===== config.mk =====
export PLATFORM = sky130hd
export DESIGN_NAME = dmem_write_snoop
export DESIGN_NICKNAME = d
export VERILOG_FILES = /design/src/rtl/dmem_write_snoop.sv
export SDC_FILE = /design/constraint.sdc
export NUM_CORES = 1
export LEC_CHECK = 0
export BUFFER_PORTS_ARGS = -buffer_cell sky130_fd_sc_hd__buf_4
export CORE_ASPECT_RATIO = 1.5
export CORE_UTILIZATION = 50
export DETAILED_ROUTE_END_ITERATION = 7
export GPL_ROUTABILITY_DRIVEN = 0
export MAX_ROUTING_LAYER = met4
export PLACE_DENSITY = 0.68
export SYNTH_ARGS = -nofsm -noshare
export SYNTH_HDL_FRONTEND = slang
export SYNTH_SLANG_ARGS = --single-unit

===== constraint.sdc =====
create_clock -name clock -period 4.82 [get_ports clock]
set_clock_uncertainty 0.1 [all_clocks]
set_input_delay 0.241 -clock clock [delete_from_list [all_inputs] [get_ports clock]]
set_output_delay 0.241 -clock clock [all_outputs]
set_load 0.02 [all_outputs]

===== src/rtl/dmem_write_snoop.sv =====
// rtl/dmem_write_snoop.sv - snoops dmem stores into a window and queues them for a display consumer
//
// Ports:
//   clock, reset         : system clock; asynchronous active-low reset
//   dmem_addr/data/wren  : tapped processor dmem write interface (never driven)
//   out_valid/out_ready  : show-ahead FIFO head handshake
//   out_offset/out_data  : head entry (window offset, store data)
//   fifo_count           : occupied entries
//   overflow_flag/count  : sticky drop indicator and saturating drop counter
//   clear_overflow       : synchronous clear of the overflow state
module dmem_write_snoop #(
   parameter logic [11:0] ADDR_BASE = 12'hC00,
   parameter int          ADDR_SPAN = 256,
   parameter int          DEPTH     = 8,
   parameter int          OFS_W     = 8
) (
   input  logic                     clock,
   input  logic                     reset,
   input  logic [11:0]              dmem_addr,
   input  logic [31:0]              dmem_data,
   input  logic                     dmem_wren,
   output logic                     out_valid,
   input  logic                     out_ready,
   output logic [OFS_W-1:0]         out_offset,
   output logic [31:0]              out_data,
   output logic [$clog2(DEPTH):0]   fifo_count,
   output logic                     overflow_flag,
   output logic [7:0]               overflow_count,
   input  logic                     clear_overflow
);

   localparam int PTR_W  = $clog2(DEPTH);
   localparam int SPAN_W = $clog2(ADDR_SPAN);
   localparam int ENT_W  = OFS_W + 32;
   localparam logic [PTR_W:0] FULL_CNT = (PTR_W + 1)'(DEPTH);

   // Pointers carry one extra MSB so a full FIFO differs from an empty one.
   logic [PTR_W:0]   wr_ptr;
   logic [PTR_W:0]   rd_ptr;
   logic [ENT_W-1:0] mem [DEPTH];
   logic [ENT_W-1:0] head;

   logic hit;
   logic full;
   logic pop;
   logic push;
   logic drop;

   assign hit  = dmem_wren & (dmem_addr[11:SPAN_W] == ADDR_BASE[11:SPAN_W]);
   assign fifo_count = wr_ptr - rd_ptr;
   assign full = (fifo_count == FULL_CNT);
   assign out_valid = (fifo_count != '0);
   assign pop  = out_valid & out_ready;
   // A pop in the same edge frees the slot a full-FIFO store needs.
   assign push = hit & (~full | pop);
   assign drop = hit & full & ~pop;

   assign head       = mem[rd_ptr[PTR_W-1:0]];
   assign out_offset = out_valid ? head[ENT_W-1:32] : '0;
   assign out_data   = out_valid ? head[31:0]       : '0;

   always_ff @(posedge clock or negedge reset) begin
      if (!reset) begin
         wr_ptr <= '0;
         rd_ptr <= '0;
         for (int i = 0; i < DEPTH; i++) begin
            mem[i] <= '0;
         end
      end else begin
         if (push) begin
            mem[wr_ptr[PTR_W-1:0]] <= {dmem_addr[OFS_W-1:0], dmem_data};
            wr_ptr <= wr_ptr + 1'b1;
         end
         if (pop) begin
            rd_ptr <= rd_ptr + 1'b1;
         end
      end
   end

   // A drop on the same edge as a clear wins, restarting the count at one.
   always_ff @(posedge clock or negedge reset) begin
      if (!reset) begin
         overflow_flag  <= 1'b0;
         overflow_count <= '0;
      end else if (drop) begin
         overflow_flag <= 1'b1;
         if (clear_overflow) begin
            overflow_count <= 8'd1;
         end else if (overflow_count != 8'hFF) begin
            overflow_count <= overflow_count + 8'd1;
         end
      end else if (clear_overflow) begin
         overflow_flag  <= 1'b0;
         overflow_count <= '0;
      end
   end

endmodule


Word-level counts from Yosys, hierarchy flattened:

Cells that the tools add are included.

* bits of input ports: 49
* output and inout bits: 54
* word-level logic and storage cells: 51
* flip-flop bits (word level): 337

* add/subtract/negate cells: 4
* reduce and logical (&&, ||, !) cells: 5
* equality and inequality tests: 3
* bitwise gates (word level): 10
* multiplexer cells: 14
* magnitude comparators: 3

Operators with widths (count)
* 320-bit bitwise mux: 1
* 40-bit binary-select mux with 3-bit select: 1
* 40-bit demux with 3-bit select: 1
* 40-bit two-way mux: 3
* 8-bit two-way mux: 5
* 32-bit two-way mux: 1
* 4-bit by 1-bit adder with 4-bit output (second input constant): 2
* 8-bit by 1-bit adder with 8-bit output (second input constant): 1
* 4-bit equality test (second input constant): 2
* 4-bit greater-or-equal comparator (second input constant): 2
* 8-bit inequality test (second input constant): 1
* 3-bit NOT with 4-bit output: 2
* 1-bit bitwise AND: 5
* 4-bit by 1-bit < comparator with 1-bit output (second input constant): 1
* 2-bit nonzero test: 2
* 4-bit nonzero test: 1
* 4-bit subtractor: 1
* 1-bit two-way mux: 2
* 1-bit NOT: 2
* 2-bit AND reduction: 1
* 1-bit logical AND: 1
* 1-bit OR: 1

Logic depth before layout (Yosys ltp):

Gate-level depths: netlist of run 1.

* depth after elaboration: 7
* depth in mapped cells: 12
* mapped depth without buffers: 9

Least setup slack after synthesis of run 1:

No wires, ideal clock.

* path type: register to register
* start point: register rd_ptr[1]
* end point: register mem[240] (netlist name)
* clock period less this slack: 3400 ps
* setup slack: 1420 ps
* cell stages (with the launch flop): 12
* library setup time: 122 ps
* data required time: 4598 ps
* data arrival time: 3178 ps
* buffers on the path: 4
* cell sequence: dfrtp_1 > clkbuf_1 > clkbuf_1 > inv_1 > fa_1 > or3b_1 > nor2_1 > o21ai_2 > and3_1 > buf_2 > buf_4 > a32o_1

* word-level cells in the longest chain between the ends: 5
* elaborated cells between the ends (all ways): 7
* classes of those cells: add/sub: 1; eq/ne: 1; bitwise: 4; reduce/logical: 1

RTL lines
* from (decl): line 39 `logic [PTR_W:0] rd_ptr;`
* from (signal assigned): line 75 `rd_ptr <= rd_ptr + 1'b1;`
* 4-bit subtractor *: line 50 `assign fifo_count = wr_ptr - rd_ptr;`
* named net fifo_count[1]: line 26 `output logic [$clog2(DEPTH):0] fifo_count,`
* 4-bit nonzero test or 4-bit equality test (tied branches): line 52, 51
* 1-bit bitwise AND or 1-bit NOT (tied branches): line 53, 55
* 1-bit OR *: line 55 `assign push = hit & (~full | pop);`
* 1-bit bitwise AND *: line 55
* to (signal, indexed assignment): line 71 `mem[wr_ptr[PTR_W-1:0]] <= {dmem_addr[OFS_W-1:0], dmem_data};`
* to (decl): line 40 `logic [ENT_W-1:0] mem [DEPTH];`

Mark *: on every way through the listed nets, which the timed path passes. The rest lies on a longest branch.
A chain may end at the register's enable or synchronous reset.

Worst setup path after layout of run 1:

* start point: register rd_ptr[0]
* end point: output port out_data[15]

* word-level cells in the longest chain between the ends: 5
* elaborated cells between the ends (all ways): 7
* classes of those cells: add/sub: 1; mux: 4; bitwise: 1; reduce/logical: 1

RTL lines
* branches (longest 4 deep; another with 4-bit subtractor)
* 32-bit two-way mux *: line 60 `assign out_data = out_valid ? head[31:0] : '0;`
* to (decl): line 25 `output logic [31:0] out_data,`

Every way passes the cells marked *. The select of a mux whose other input is x is not followed.

==> reports/qor.csv, run 1 <==
metric,value,unit
H-tree levels,1,
Period minus WS final,3.91,ns
drt drc,0,
grt total ovfl,0,
syn avg cell area,13.2,µm²
Hold Crit Depth,5,
CTS Sinks,337,
worst r2r dst,mem[89],
hold crit path type,in2reg,
post-CTS setup repair buffer count,0,
R2R Path Start,wr_ptr[0],
critical path type,reg2out,
Final Max Tran Viols,0,
CP startpoint,rd_ptr[0],
Yosys reg bits,337,
Synth Area in Adders,0.00614,
die area,31700,µm²
setup TNS,0,ns
Site Rows,78,
clock transition at the registers of the reported paths,0.06,ns
post-synthesis simple-gate area fraction,0.0683,
post-synthesis xor/xnor area fraction,0.00452,
via count,11288,
Slew HR,0.225,
all-layer global routing usage,0.285,
later-pin clock latency in the skew report,0.56,ns
# nets final,1314,
Cell Pwr Density,533,nW/µm²
RSZ-0062 raised after global routing,no,
register area share after synthesis,0.544,
Total Routed Length,42.4,mm
Crit Path Max Fanout,45,
layout cells sized above 1,0.221,
routed vias/inst,6.72,
multiplexer area fraction after synthesis,0.119,
first-pass GRT wire length,68.3,mm
"Hold Violations, Final",0,
maximum clock frequency,256,MHz
final setup vio count,0,
Root Buffer,clkbuf_16,
worst slew pin tran,1.16,ns
WP data required,4.48,ns
hold wc startpoint,dmem_addr[8],
CTS tree,yes,
hold buffer count at cts,43,
Worst Hold End,wr_ptr[0],
Max-Cap Viols,0,
VDD IR max,0.000588,V
ys flop type,dfrtp_1,
Buffers on Ports,102,
Layout Cells excl Fill,1680,
initial antenna violation count,0,
Core Area,30400,µm²
Starting Density,0.510,
"FFs w/ async S/R, synth",1.00,
P_leak,8.13,nW
Ys Warns,0,
compound-gate portion of the synthesized area,0.219,
Min Hold Slack,0.243,ns
fin util,0.592,
wire per inst,25.2,µm
final cycle utilization of the critical path,0.812,
Post-DRT Antenna Nets,0,
number of synthesized flops with an enable pin,0,
Post-Syn Area,15500,µm²
cts bufs inserted,31,
main combinational cell family by area after synthesis,compound AO/OA/AOI/OAI gates,
"commonest non-fill, non-tap cell in the layout",dfrtp_1,
syn_nets,1229,
reg2reg setup slack,0.92,ns
Inst Count DP,1582,
Pre-Repair DR Iteration Count,5,
vias in the first global route,11906,
Horiz. Die Dim,146,µm
status,completed,
Crit path arrival time,3.57,ns
Max clock buf depth,3,
Ant. Diodes,0,
post-CTS sizing,0,
synthesis-to-finish area growth,16.0,%
crit end category,primary output,
drt first-iter violations,943,
maximum number of pins on one net before global-route repair,207,
Ports,103,
Synth Instances,1173,
Synth cell types,54,
Chip Height,218,µm
most frequent cells in the layout,"dfrtp_1 (333), a22o_1 (160), nand2_1 (127), buf_4 (127), a32o_1 (120)",
DPL Wire Length,23.0,mm
Worst setup SP type,register,
r2r worst-path depth,10,
critical path, stage by stage (launching register included):
cell and delay (ns):
dfrtp_4 0.40, buf_4 0.67, buf_4 0.88, mux4_2 0.59
nand2_1 0.09, a21oi_1 0.15, buf_4 0.21
power breakdown:
part | switching (W) | leakage [nW] | internal (W)
Combinational | 0.00207 | 3.05 | 0.00149
Sequential | 0.000296 | 4.61 | 0.00335
Clock | 0.00106 | 0.472 | 0.00130
worst max-delay path by stage:
stage	end	slack, ns	cells past startpoint
floorplan	mem[240]	1.42	11
global placement	mem[102]	1.03	10
detailed placement	mem[90]	0.89	10
CTS	out_data[15]	0.81	6
global route	out_data[16]	0.66	6
finish	out_data[15]	0.91	6
layer usage:
layer,routed length (µm),track usage
met1,16700,0.362
met2,21700,0.479
met3,3130,0.0410
met4,945,0.0832
met5,0,-
metrics by stage:
stage / setup slack, ns / power (W) / cell area [µm²]
2_1_floorplan: 1.42 / 0.00608 / 15500
3_3_place_gp: 1.03 / 0.00716 / 16600
3_5_place_dp: 0.892 / 0.00722 / 16600
4_1_cts: 0.807 / 0.00961 / 18000
5_1_grt: 0.662 / 0.0101 / 18000
6_report: 0.907 / 0.00957 / 18000
cell families (layout without fill, tap and decap cells):
kind of cell / Yosys count / in the layout
AO/OA/AOI/OAI: 388 / 388
flip-flops: 337 / 337
AND/OR/NAND/NOR: 215 / 215
buffers and inverters: 134 / 241
multiplexers: 84 / 84
XOR/XNOR: 8 / 8
adder cells (fa/ha/maj): 7 / 7
synth_stat cells (5+ instances only):
cell      count  area, µm²
a21oi_1      48        240
a32o_1      120       1200
mux4_2       80       1800
buf_6         5       56.3
buf_2        34        170
o31ai_1       5       37.5
or4_1         5       37.5
a2bb2o_1     39        390
nor2b_1      42        263
inv_1         8       30.0
xnor2_1       5       43.8
clkbuf_1     79        297
dfrtp_1     337       8430
ha_1          6       75.1
nand2_1     127        477
a22o_1      160       1400
nor2_1        7       26.3
cell type report:
cell class,count,area [µm²]
fillers,2430,12400
flip-flops and latches,337,8450
multi-input cells,702,6520
repair buffers,176,1500
clock buffers,49,913
well taps,400,500
clock inverters,6,45.0
inverters,10,37.5
flip-flops by register name (all words and copies together), names as in the netlist:
register        count
wr_ptr              4
mem               320
rd_ptr              4
overflow_count      8
overflow_flag       1
Power figures use the tool's default switching activity.
==> run 2: changes to the inputs <==
--- a/config.mk
+++ b/config.mk
@@ -5,6 +5,7 @@
 export SDC_FILE = /design/constraint.sdc
 export NUM_CORES = 1
 export LEC_CHECK = 0
+export ABC_AREA = 1
 export BUFFER_PORTS_ARGS = -buffer_cell sky130_fd_sc_hd__buf_4
 export CORE_ASPECT_RATIO = 1.5
 export CORE_UTILIZATION = 50
==> constraint.sdc (replaced) <==
create_clock -name clock -period 3.6 [get_ports clock]
set_clock_uncertainty 0.1 [all_clocks]
set_input_delay 0.18 -clock clock [delete_from_list [all_inputs] [get_ports clock]]
set_output_delay 0.18 -clock clock [all_outputs]
set_load 0.02 [all_outputs]
==> run 2 against run 1 <==
Core utilization down 0.68 points; hold slack worse by 0.13 ns; setup slack worse by 0.58 ns; count of clock-buffer cells in the layout up 3; power up 67%; die area up 11%; sequential share of layout area down 4.1 points; register-to-register slack worse by 0.44 ns; synthesized cell count up 85%; critical endpoint is now out_data[17].
==> reports/qor.csv, run 2 <==
metric,value,unit,change
maximum number of pins on one net before global-route repair,138,,-33%
critical path's largest stage delay,0.61,ns,-0.27 ns
Max-Cap Viols,0,,unchanged
GR Util met3,0.0409,,-0.000134
critical path type,reg2out,,
routed vias/inst,6.13,,-8.8%
vias in the first global route,15380,,+29%
ys flop type,dfrtp_1,,
Total Routed Length,53.3,mm,+26%
Fillers,3079,,+27%
Period minus WS final,3.28,ns,
cts bufs inserted,34,,+9.7%
Post-DRT Antenna Nets,0,,unchanged
drt first-iter violations,1594,,+69%
WP data required,3.32,ns,-1.16 ns
Reg with most FFs,mem,,
Core Area,33700,µm²,+11%
syn avg cell area,7.95,µm²,-40%
RSZ-0062 raised after global routing,no,,
worst slew pin tran,1.16,ns,-0.00172 ns
CP startpoint,rd_ptr[0],,
Hold Crit Depth,3,,-2
biggest regs,"mem: 320 flops, overflow_count: 8 flops",,
post-CTS sizing,0,,unchanged
Worst setup SP type,register,,
"Hold Violations, Final",0,,unchanged
pre-CTS setup slack,0.561,ns,-0.330 ns
CTS Sinks,337,,unchanged
Crit Path Max Fanout,115,,+160%
Slew HR,0.226,,+0.00114
drt drc,0,,unchanged
Ys Warns,0,,unchanged
initial antenna violation count,0,,unchanged
slowest cell on the critical path,buf_4,,
# nets final,2214,,+68%
wire per inst,20.5,µm,-19%
setup TNS,0,ns,unchanged
Chip Height,229,µm,+5.4%
most frequent cell after synthesis,nand2_1,,
number of flip-flops in the largest register,320,,unchanged
r2r worst-path depth,11,,+1
via count,15953,,+41%
Site Rows,82,,+5.1%
grt total ovfl,0,,unchanged
GR peak layer,met2,,
Buffers on Ports,102,,unchanged
syn_nets,2223,,+81%
Cell Pwr Density,813,nW/µm²,+53%
later-pin clock latency in the skew report,0.53,ns,-0.03 ns
Starting Density,0.512,,+0.00148
Post-Syn Area,17200,µm²,+11%
Pre-Repair DR Iteration Count,5,,unchanged
GRT met2 Usage,0.502,,+0.0231
Max clock buf depth,3,,unchanged
worst setup margin,0.322,ns,-0.585 ns
die area,35200,µm²,+11%
"FFs w/ async S/R, synth",1.00,,unchanged
H-tree levels,2,,+1
register area share after synthesis,0.490,,-0.0548
most frequent cells after synthesis,"nand2_1 (849), dfrtp_1 (337), nand4_1 (322)",,
CTS tree,yes,,
hold wc startpoint,dmem_wren,,
first-pass GRT wire length,85.3,mm,+25%
Final Max Tran Viols,0,,unchanged
Synth Instances,2167,,+85%
"commonest non-fill, non-tap cell in the layout",nand2_1,,
most frequent CP cell,buf_4,,
Synth area leaders,"dfrtp_1 (49%), nand2_1 (19%), nand4_1 (12%), a21oi_1 (4.7%), a22oi_1 (3.5%)",,
all-layer global routing usage,0.314,,+0.0283
Yosys reg bits,337,,unchanged
hold crit path type,in2reg,,
Crit path arrival time,3.00,ns,-0.57 ns
status,completed,,
clock transition at the registers of the reported paths,0.06,ns,about the same
Synth cell types,25,,-54%
final cycle utilization of the critical path,0.910,,
synthesis-to-finish area growth,14.3,%,
Ant. Diodes,0,,unchanged
R2R Path Start,wr_ptr[0],,
DPL Wire Length,27.1,mm,+18%
layout cells sized above 1,0.107,,-0.114
cell taking the most area after synthesis,dfrtp_1,,
maximum clock frequency,305,MHz,
Ports,103,,unchanged
Horiz. Die Dim,154,µm,+5.4%
"Critical Path, Cell by Cell",buf_12 -> buf_4 -> a21oi_1 -> a22oi_1 -> mux2i_1 -> nor2_1 -> buf_4,,
final setup vio count,0,,unchanged
top cell type's share of synthesized area,0.490,,-0.0548
number of synthesized flops with an enable pin,0,,unchanged
P_leak,10.2,nW,+26%
VDD IR max,0.00112,V,+90%
most frequent cells in the layout,"nand2_1 (849), dfrtp_1 (335), nand4_1 (322)",,
crit end category,primary output,,
met1 Track Usage GR,0.411,,+0.0489
Root Buffer,clkbuf_16,,
reg2reg setup slack,0.48,ns,-0.44 ns
[run 2: worst paths after layout]
path | to
max reg2reg | mem[217]
max | out_data[17]
min in group asynchronous | mem[43]
min | overflow_flag
min reg2reg | mem[78]
max in group asynchronous | mem[228]
[run 2: metal layers]
metal	wire length [µm]	share of wire
met2	26000	0.49
met1	22300	0.42
met4	1640	0.031
met3	3430	0.064
met5	0	0
[run 2: cells by family after synthesis]
logic type | synth area share
AO/OA/AOI/OAI | 0.0834
XOR/XNOR | 0.00509
adder cells (fa/ha/maj) | 0.00552
buffers and inverters | 0.0663
flip-flops | 0.490
multiplexers | 0.0232
AND/OR/NAND/NOR | 0.327
[run 2: critical path, delay by kind of cell (launching register included)]
kind / cells / cell delay [ns]
mux: 1 / 0.10
flops: 1 / 0.44
compound gates: 2 / 0.38
simple gates: 1 / 0.23
buf+inv: 3 / 1.27
[run 2: power by group]
part	internal, W	leakage, nW	total (W)	switching [W]
clock network	0.00227	0.594	0.00380	0.00153
logic	0.00217	5.06	0.00691	0.00475
registers	0.00475	4.59	0.00529	0.000539
total	0.00919	10.2	0.0160	0.00681
[run 2: cell type report]
| class | instances | area [µm²] | area share |
|---|---|---|---|
| clock buffer | 52 | 1070 | 0.0545 |
| clock inverter | 9 | 120 | 0.00610 |
| inverter | 26 | 108 | 0.00547 |
| multi-input combinational | 1567 | 7740 | 0.393 |
| sequential | 337 | 8440 | 0.429 |
| tap | 420 | 526 | 0.0267 |
| timing repair buffer | 192 | 1680 | 0.0854 |
[run 2: what timing repair did]
item                                    CTS  global route
endpoints found under the setup margin    0             0
setup buffers                             0             0
hold endpoints to repair                425             0
hold buffers                             43             0
[run 2: through the flow]
stage / hold WS, ns / area (µm²) / power [W] / cells / util
5_1_grt: 0.151 / 19700 / 0.0168 / 2603 / 0.585
4_1_cts: 0.125 / 19700 / 0.0160 / 2603 / 0.585
6_report: 0.118 / 19700 / 0.0160 / 2603 / 0.585
3_5_place_dp: 0.210 / 18100 / 0.0121 / 2499 / 0.537
3_3_place_gp: 0.213 / 18100 / 0.0120 / 2499 / 0.537
2_1_floorplan: -0.216 / 17200 / 0.00968 / 2167 / -
